[src/rtl/maxpool_col_buf.sv]
// Row-to-column reorder buffer: collects R raster rows per block into one of two ping-pong banks,
// then emits the block one R-pixel column per beat for the downstream max-pool stage.
module maxpool_col_buf #(
  parameter int unsigned R    = 4,
  parameter int unsigned W    = 8,
  parameter int unsigned COLS = 8
) (
  input  logic                  clk_i,
  input  logic                  rst_i,
  input  logic                  s_valid_i,
  output logic                  s_ready_o,
  input  logic [W-1:0]          s_data_i,
  output logic                  m_valid_o,
  input  logic                  m_ready_i,
  output logic [R-1:0][W-1:0]   m_data_o
);

  localparam int unsigned RW = (R > 1) ? $clog2(R) : 1;
  localparam int unsigned CW = (COLS > 1) ? $clog2(COLS) : 1;
  localparam logic [RW-1:0] RowLast = RW'(R - 1);
  localparam logic [CW-1:0] ColLast = CW'(COLS - 1);

  logic [W-1:0]  mem_q [2][R][COLS];

  logic          wb_q, wb_d;
  logic [RW-1:0] wr_q, wr_d;
  logic [CW-1:0] wc_q, wc_d;
  logic          rb_q, rb_d;
  logic [CW-1:0] rc_q, rc_d;
  logic [1:0]    full_q, full_d;

  logic s_acc, m_acc;

  // Handshakes depend only on registered state; no m_ready -> s_ready path exists.
  assign s_ready_o = ~full_q[wb_q];
  assign m_valid_o = full_q[rb_q];
  assign s_acc     = s_valid_i & s_ready_o;
  assign m_acc     = m_valid_o & m_ready_i;

  always_comb begin
    m_data_o = '0;
    for (int unsigned r = 0; r < R; r++) begin
      if (m_valid_o) m_data_o[r] = mem_q[rb_q][r][rc_q];
    end
  end

  // Write and read banks never coincide, so setting and clearing full bits cannot collide.
  always_comb begin
    wb_d   = wb_q;
    wr_d   = wr_q;
    wc_d   = wc_q;
    rb_d   = rb_q;
    rc_d   = rc_q;
    full_d = full_q;
    if (s_acc) begin
      if (wc_q == ColLast) begin
        wc_d = '0;
        if (wr_q == RowLast) begin
          wr_d         = '0;
          full_d[wb_q] = 1'b1;
          wb_d         = ~wb_q;
        end else begin
          wr_d = wr_q + RW'(1);
        end
      end else begin
        wc_d = wc_q + CW'(1);
      end
    end
    if (m_acc) begin
      if (rc_q == ColLast) begin
        rc_d         = '0;
        full_d[rb_q] = 1'b0;
        rb_d         = ~rb_q;
      end else begin
        rc_d = rc_q + CW'(1);
      end
    end
  end

  always_ff @(posedge clk_i) begin
    if (rst_i) begin
      wb_q   <= 1'b0;
      wr_q   <= '0;
      wc_q   <= '0;
      rb_q   <= 1'b0;
      rc_q   <= '0;
      full_q <= 2'b00;
    end else begin
      wb_q   <= wb_d;
      wr_q   <= wr_d;
      wc_q   <= wc_d;
      rb_q   <= rb_d;
      rc_q   <= rc_d;
      full_q <= full_d;
    end
  end

  always_ff @(posedge clk_i) begin
    if (s_acc && !rst_i) mem_q[wb_q][wr_q][wc_q] <= s_data_i;
  end

endmodule
[config.mk]
export PLATFORM = sky130hd
export DESIGN_NAME = maxpool_col_buf
export DESIGN_NICKNAME = d
export VERILOG_FILES = /design/src/rtl/maxpool_col_buf.sv
export SDC_FILE = /design/constraint.sdc
export NUM_CORES = 1
export LEC_CHECK = 0
export BUFFER_PORTS_ARGS = -buffer_cell sky130_fd_sc_hd__buf_2
export CORE_AREA = 5 5 192 194
export CTS_CLUSTER_DIAMETER = 50
export DETAILED_ROUTE_END_ITERATION = 8
export DIE_AREA = 0 0 197 199
export GPL_ROUTABILITY_DRIVEN = 1
export PLACE_DENSITY = 0.86
export SLEW_MARGIN = 15
export SYNTH_ARGS = -nofsm -noshare
export SYNTH_HDL_FRONTEND = slang
export SYNTH_SLANG_ARGS = --single-unit
[constraint.sdc]
create_clock -name clk_i -period 2.35 [get_ports clk_i]
set_input_delay 0.1175 -clock clk_i [delete_from_list [all_inputs] [get_ports clk_i]]
set_output_delay 0.1175 -clock clk_i [all_outputs]
set_load 0.03 [all_outputs]
* Yosys cells after proc, flatten, opt, wreduce, memory -nomap -nowiden *
Memory sizes are Yosys's and may differ from the RTL's. A register that Yosys moved wholly into a read port is not among the register bits.
Index checks and enable logic that the tools add are counted.

storage, ports and cells
  register bits = 12
  latch bits = 0
  bits in writable memories = 512
  ROM bits = 0
  input port bits = 12
  output and inout bits = 34
  logic and storage cells = 82
  memories kept = 1

memory list
  memory  words  width  rd ports  clocked after memory_dff  wr ports  RTL line  RTL
  mem_q   2      256    1         1                         1         23        logic [W-1:0] mem_q [2][R][COLS];

cells by class
  add/sub/neg operators = 3
  multiply operators = 0
  divide/modulo/power cells = 0
  $lt $le $gt $ge = 9
  equal/unequal tests = 3
  shift operators = 0
  mux-type cells = 40
  bitwise operators = 11
  reductions and logical operators = 9

operators by type and width
  operator                                                  number
  2-to-1 mux 256 bit                                        1
  demux 64 bit (select 2 bit)                               1
  2-to-1 mux 8 bit                                          13
  binary-select mux 8 bit (select 3 bit)                    4
  2-to-1 mux 64 bit                                         1
  demux 8 bit (select 3 bit)                                1
  2-to-1 mux 2 bit                                          6
  2-to-1 mux 1 bit                                          9
  greater-or-equal comparator 4 bit, second input constant  2
  inverter 3 -> 4 bit                                       2
  adder 3 x 1 -> 3 bit, second input constant               2
  equality test 3 bit, second input constant                2
  2-to-1 mux 3 bit                                          2
  logical AND 1 bit                                         5
  < comparator 1 x 2 -> 1 bit, second input constant        2
  < comparator 4 x 1 -> 1 bit, second input constant        1
  AND reduction 2 bit                                       2
  greater-or-equal comparator 3 bit, second input constant  1
  < comparator 3 x 1 -> 1 bit, second input constant        1
  inverter 1 bit                                            3
  inverter 2 -> 3 bit                                       1
  AND reduction 3 bit                                       1
  adder 2 x 1 -> 2 bit, second input constant               1
  bitwise AND 1 bit                                         2
  other kinds (7)                                           9

* Longest topological paths before layout *
Gate-level depths: netlist of run 1.

  depth after elaboration = 11
  gate-level depth with buffers = 7
  gate-level depth less buffers = 5

* Worst setup path after synthesis of run 1 *
Ideal clock, no wire load.

  path kind = reg2out
  from = reg with a tool-made name
  to = out m_data_o[0] (netlist name)
  data arrival time = 1,834 ps
  data required time = 2,233 ps
  setup slack = 399 ps
  stages on the path, launching flop included = 7
  path buffers = 4
  cell sequence = dfxtp_1 buf_6 buf_6 buf_6 buf_6 mux4_2 a221o_1

RTL lines
  element    RTL line  RTL
  to (decl)  15        output logic [R-1:0][W-1:0] m_data_o

==> results.cfg, run 1 <==
[status]
status = finished with violations
violations = negative setup slack

[yosys]
yosysTopAreaCell = edfxtp_1
syn_area_um2 = 20600
ys_seq_area_share_pct = 76.0
netlist_instances = 1026
synth_fp_nets = 1046
async_flop_share_pct = 0
ys_seq_elements = 525
synth_edf_count = 512
synth_area_leaders = edfxtp_1 (75%), mux4_2 (11%), mux2i_1 (2.7%)
synth_top_area_share_pct = 74.7
ys_warn_count = 0
yosys.cell_types.count = 34
synth_ff_type = edfxtp_1
avgSynthCellArea_um2 = 20.1

[die]
placementRows = 69
dieWidth_um = 197
core_um2 = 35100
start_util_pct = 58.7
fp.dieH_um = 199
die_area_um2 = 39200
ios = 46

[pwr]
vdd_ir_drop_max_mv = 0.828
p_seq_share_pct = 55.5
p_clk_share_pct = 42.9
swShare_pct = 20.4
p_per_area_nw_per_um2 = 734
leakagePower_uw = 0.00806
power.net_switching_uw = 3770
p_comb_share_pct = 1.6
intPower_uw = 14800

[clock_tree]
root_buffer = clkbuf_16
clockBufferDepth = 3
clock_tree.htree_level_count = 2
cts_tree = done
clock_sinks = 525
clk_pin_slew_worst_paths_ns = 0.07
cts_inserted_buffers = 48
clk_latency_ns = 0.59

[critical_path]
ff2ff_setup_slack_ns = 0.16
path_cells = buf_12, buf_16, buf_12, buf_8, nor2b_1, a211oi_4, buf_4, nor4b_4, a221o_1, buf_6
reg2reg_from = full_q[0]
cp_data_required_time_ns = 2.23
cpMostUsedCell = buf_12
endpoint = m_data_o[15]
path_depth = 10
cp-start-kind = register
arrival_ns = 2.82
worst-path-max-fanout = 10
crit_slowest_cell = nor2b_1
cpPeakStageDelay_ns = 0.39
reg2reg_depth = 6
path_class = reg2out
path_buf_inv = 6
critPathCaptureType = output pin
path_delay_family = buffers and inverters
rr_endpoint = mem_q[0][180]

[finish]
instances_no_fill = 1723
final_common_cell = edfxtp_1
finish.utilization_pct = 72.0
final_cell_mix = edfxtp_1 (512), buf_4 (112), mux4_2 (98)
design_area_um2 = 25300
diodes = 0
syn_to_final_growth_pct = 22.7
layout.area.seq_um2 = 15600
drive_gt1_share_pct = 37.3
multi_input_area_um2 = 5210
fin_nets = 1245
fillers = 1780

[sta]
fmax_ghz = 0.341
slew_headroom_pct = 33.8
final.setup.worst_slack_ns = -0.583
period_share_pct = 125
tightest_slew_ns = 0.993
rsz0062_at_grt = yes
slew_violations = 0
hold_violations = 0
clock_skew_ns = 0.0299
period_needed_ns = 2.93
finalSetupViolCount = 32

[place]
place_area_um2 = 22100
dp_hpwl_um = 30200
place_inst = 1585
numPortBuffers = 45
gp_congestion = 0.864

[global_routing]
grt_pass1_vias = 12300
grt_max_degree = 49
grtUsageTotal_pct = 30.6
antenna_found_initial = 0
grt-ovfl-total = 0
grt_pass1_wl_um = 86500

[min_path]
hold_path.class = in2reg

[detailed_routing]
drt_iter0_drc = 2631
remaining_drc_errors = 0
final_antenna_net_count = 0
totalWireLength_um = 63500
vias = 12800
routedWlPerCell_um = 36.8
drtPass1Iterations = 6
viasPerCell = 7.40

[job]
maxCapViolations = 0
sequential cells by signal, summed over array words and instances, names as in the netlist, named ones only:
name	flops
full_q	2
mem_q	512
rb_q	1
rc_q	3
wb_q	1
wc_q	3
wr_q	2
what timing repair did:
item	4_1_cts	5_1_grt
resized for setup	146	81
hold buffers	5	0
pin swaps	28	29
setup endpoints to repair	32	80
setup buffers	23	14
gates cloned	10	1
endpoints found under the hold margin	29	0
worst min-delay path by stage:
stage,start,to,slack (ns),cells after the start
floorplan,s_data_i[0],mem_q[0][0],0.22,0
global placement,rst_i,rc_q[0],0.44,2
detailed placement,s_valid_i,wc_q[2],0.46,3
CTS,s_data_i[7],mem_q[0][31],0.01,1
global route,s_data_i[7],mem_q[0][63],0.03,1
finish,s_data_i[7],mem_q[0][119],0.02,1
synthesized netlist by cell type, types with 3 or more instances:
master	instances
nor4b_1	6
a22o_1	25
clkbuf_1	25
a22oi_1	25
dfxtp_1	13
buf_6	9
nand2_1	21
a21oi_1	11
ha_1	8
a211oi_1	10
nor2_1	69
and3_1	25
edfxtp_1	512
nand3_1	13
mux4_2	98
a221o_1	30
nor2b_1	12
buf_2	25
or3_1	5
nand3b_1	3
o31ai_1	5
mux2i_1	56
inv_1	3
power groups by stage:
stage,registers [uW],clock network (uW),logic (uW)
after floorplan,10500,0,44.8
after global placement,10500,0,230
after detailed placement,10500,0,251
after CTS,10300,7810,263
after global routing,10300,8410,290
final,10300,7960,290
layer usage:
metal / up-vias / part of all wire (%) / routed length, um / track usage, %
li1: 4651 / - / - / -
met1: 6162 / 31 / 19900 / 41.4
met2: 1564 / 46 / 29400 / 48.4
met3: 373 / 14 / 8980 / 5.84
met4: 0 / 8.1 / 5150 / 15.9
met5: - / 0 / 0 / 0
through the flow:
stage | setup slack [ns] | hold slack [ns] | setup TNS, ns | total power, uW
6_report | -0.583 | 0.0205 | -12.53 | 18500
5_1_grt | -0.599 | 0.0261 | -13.20 | 19000
4_1_cts | -0.363 | 0.0108 | -10.11 | 18400
3_5_place_dp | 0.00312 | 0.457 | 0 | 10700
3_3_place_gp | 0.0599 | 0.439 | 0 | 10700
2_1_floorplan | 0.399 | 0.216 | 0 | 10500
area by class of cell:
class,count,share of cell area (%)
Sequential cell,525,62.0
Multi-Input combinational cell,436,20.6
Timing Repair Buffer,211,8.87
Clock buffer,59,5.04
Tap cell,461,2.28
Clock inverter,28,1.16
Inverter,3,0.0446
cells by family (layout without fill, tap and decap cells):
logic type,after synthesis,after routing,share of synthesized area [%]
compound gates,112,112,4.45
mux,155,155,13.5
fa+ha+maj,8,8,0.486
simple gates,161,161,3.87
flops,525,525,76.0
buf+inv,65,301,1.70
(Power assumes the default switching activity.)
==> run 2, diff against run 1 <==
- BUFFER_PORTS_ARGS: -buffer_cell sky130_fd_sc_hd__buf_2 -> -buffer_cell sky130_fd_sc_hd__clkbuf_2
- CORE_AREA: 5 5 192 194 -> 2 2 189 191
- DIE_AREA: 0 0 197 199 -> 0 0 191 193
==> run 2 against run 1 <==
The flow still finishes with violations (negative setup slack). Routed wire length is 1.8% lower. Cell area down 0.10%. Via count is 0.49% lower. Die area fell by 6.0%. Register-to-register slack lost 0.17 ns. Final cell count is 0.99% lower. Fmax grew 0.14%. Setup slack better by 0.0041 ns. Largest cell class unchanged.
==> results.cfg, run 2 (synthesis gave the netlist of run 1 again) <==
[status]
status = finished with violations
violations = negative setup slack

[pwr]
p_comb_share_pct = 1.5
p_clk_share_pct = 43.7
intPower_uw = 15000
vdd_ir_drop_max_mv = 0.623
power.net_switching_uw = 3830
p_seq_share_pct = 54.8
leakagePower_uw = 0.00801
p_per_area_nw_per_um2 = 744
swShare_pct = 20.4

[finish]
multi_input_area_um2 = 5230
regMostFlops = mem_q
syn_to_final_growth_pct = 22.6
layout.area.seq_um2 = 15600
final_cell_mix = edfxtp_1 (512), buf_4 (104), mux4_2 (98)
fillers = 1731
largest_register_ff_count = 512
fin_nets = 1225
final_common_cell = edfxtp_1
finish.utilization_pct = 72.1
drive_gt1_share_pct = 37.1
largestRegisters = mem_q (512), rc_q (3), wc_q (3)
diodes = 0

[critical_path]
endpoint = m_data_o[15]
path_cells = nand2_1, a211oi_1, o31ai_2, a221o_1, clkbuf_8
crit_slowest_cell = a211oi_1
cp-start-kind = register
path_buf_inv = 1
reg2reg_depth = 5
worstSetupStartpoint = rc_q[1]
ff2ff_setup_slack_ns = -0.01
path_delay_family = compound AO/OA/AOI/OAI gates
reg2reg_from = wb_q
rr_endpoint = wc_q[1]
critPathCaptureType = output pin
cpPeakStageDelay_ns = 0.63
path_depth = 5
cp_data_required_time_ns = 2.23
arrival_ns = 2.81
path_class = reg2out
worst-path-max-fanout = 7

[min_path]
min_path_cells = 2
worstHoldStart = s_data_i[0]
hold_path.class = in2reg

[detailed_routing]
vias = 12700
viasPerCell = 7.44
remaining_drc_errors = 0
drtPass1Iterations = 7
final_antenna_net_count = 0
routedWlPerCell_um = 36.5
totalWireLength_um = 62300
drt_iter0_drc = 2443

[sta]
rsz0062_at_grt = yes
tightest_slew_ns = 0.954
slew_violations = 0
slew_headroom_pct = 36.4
period_needed_ns = 2.93
period_share_pct = 125
holdWs_ns = 0.219
hold_violations = 0
clock_skew_ns = 0.0239
final.setup.worst_slack_ns = -0.578
finalSetupViolCount = 33
fmax_ghz = 0.341

[clock_tree]
cts_inserted_buffers = 49
clockBufferDepth = 3
clk_latency_ns = 0.58
clk_pin_slew_worst_paths_ns = 0.07
root_buffer = clkbuf_16
clock_tree.htree_level_count = 2
cts_tree = done
clock_sinks = 525

[die]
core_um2 = 35000
placementRows = 69
start_util_pct = 58.9
dieWidth_um = 191
ios = 46
die_area_um2 = 36900
fp.dieH_um = 193

[global_routing]
antenna_found_initial = 0
grt_max_degree = 65
grtUsageTotal_pct = 31.8
grt_pass1_vias = 12000
grt-ovfl-total = 0
grt_pass1_wl_um = 83400

[place]
gp_congestion = 0.826
numPortBuffers = 45
dp_hpwl_um = 28700

[job]
maxCapViolations = 0
[run 2: area by class of cell]
| class | count | share of cell area (%) |
|---|---|---|
| inverter | 3 | 0.0446 |
| clock buffer | 60 | 5.19 |
| tap | 461 | 2.29 |
| sequential | 525 | 62.0 |
| multi-input combinational | 436 | 20.7 |
| timing repair buffer | 190 | 8.53 |
| clock inverter | 31 | 1.20 |
[run 2: what timing repair did]
item                       4_1_cts  5_1_grt
setup buffers                   16       13
hold buffers                     4        0
setup endpoints to repair       32       42
hold endpoints to repair        11        0
gates cloned                     9        6
pin swaps                       20       30
resized for setup              151       80
[run 2: per-layer routing]
layer | track usage (%) | wire (um)
met2 | 51.1 | 29700
met4 | 15.4 | 4310
met3 | 6.68 | 8790
met1 | 42.2 | 19500
met5 | 0 | 0
[run 2: through the flow]
stage / total power (uW) / cell area (um2) / TNS (ns) / setup slack, ns / instances
detailed placement: 10700 / 21900 / -0.251 / -0.0527 / 1568
global route: 19100 / 25200 / -12.65 / -0.540 / 1706
CTS: 18500 / 24700 / -10.71 / -0.378 / 1688
global placement: 10700 / 21900 / 0 / 0.174 / 1568
floorplan: 10500 / 20600 / 0 / 0.399 / 1026
finish: 18800 / 25200 / -12.28 / -0.578 / 1706
[run 2: worst reg2reg max path, cell delays in order, from the launching register on]
cell and delay (ns):
dfxtp_1 0.48, mux2i_1 0.72, nand2_1 0.27, nand2_1 0.15, a21oi_1 0.07, dlygate4sd3_1 0.54
[run 2: worst min path at each step]
stage and endpoint:
6_report mem_q[0][136], 5_1_grt mem_q[0][136], 4_1_cts mem_q[0][23], 3_5_place_dp wc_q[1]
3_3_place_gp wc_q[1], 2_1_floorplan mem_q[0][0]
[run 2: power by group through the flow]
stage | logic [uW] | clock network, uW | registers [uW]
detailed placement | 244 | 0 | 10500
global placement | 229 | 0 | 10500
CTS | 254 | 7990 | 10300
finish | 286 | 8210 | 10300
global route | 291 | 8480 | 10300
floorplan | 44.8 | 0 | 10500
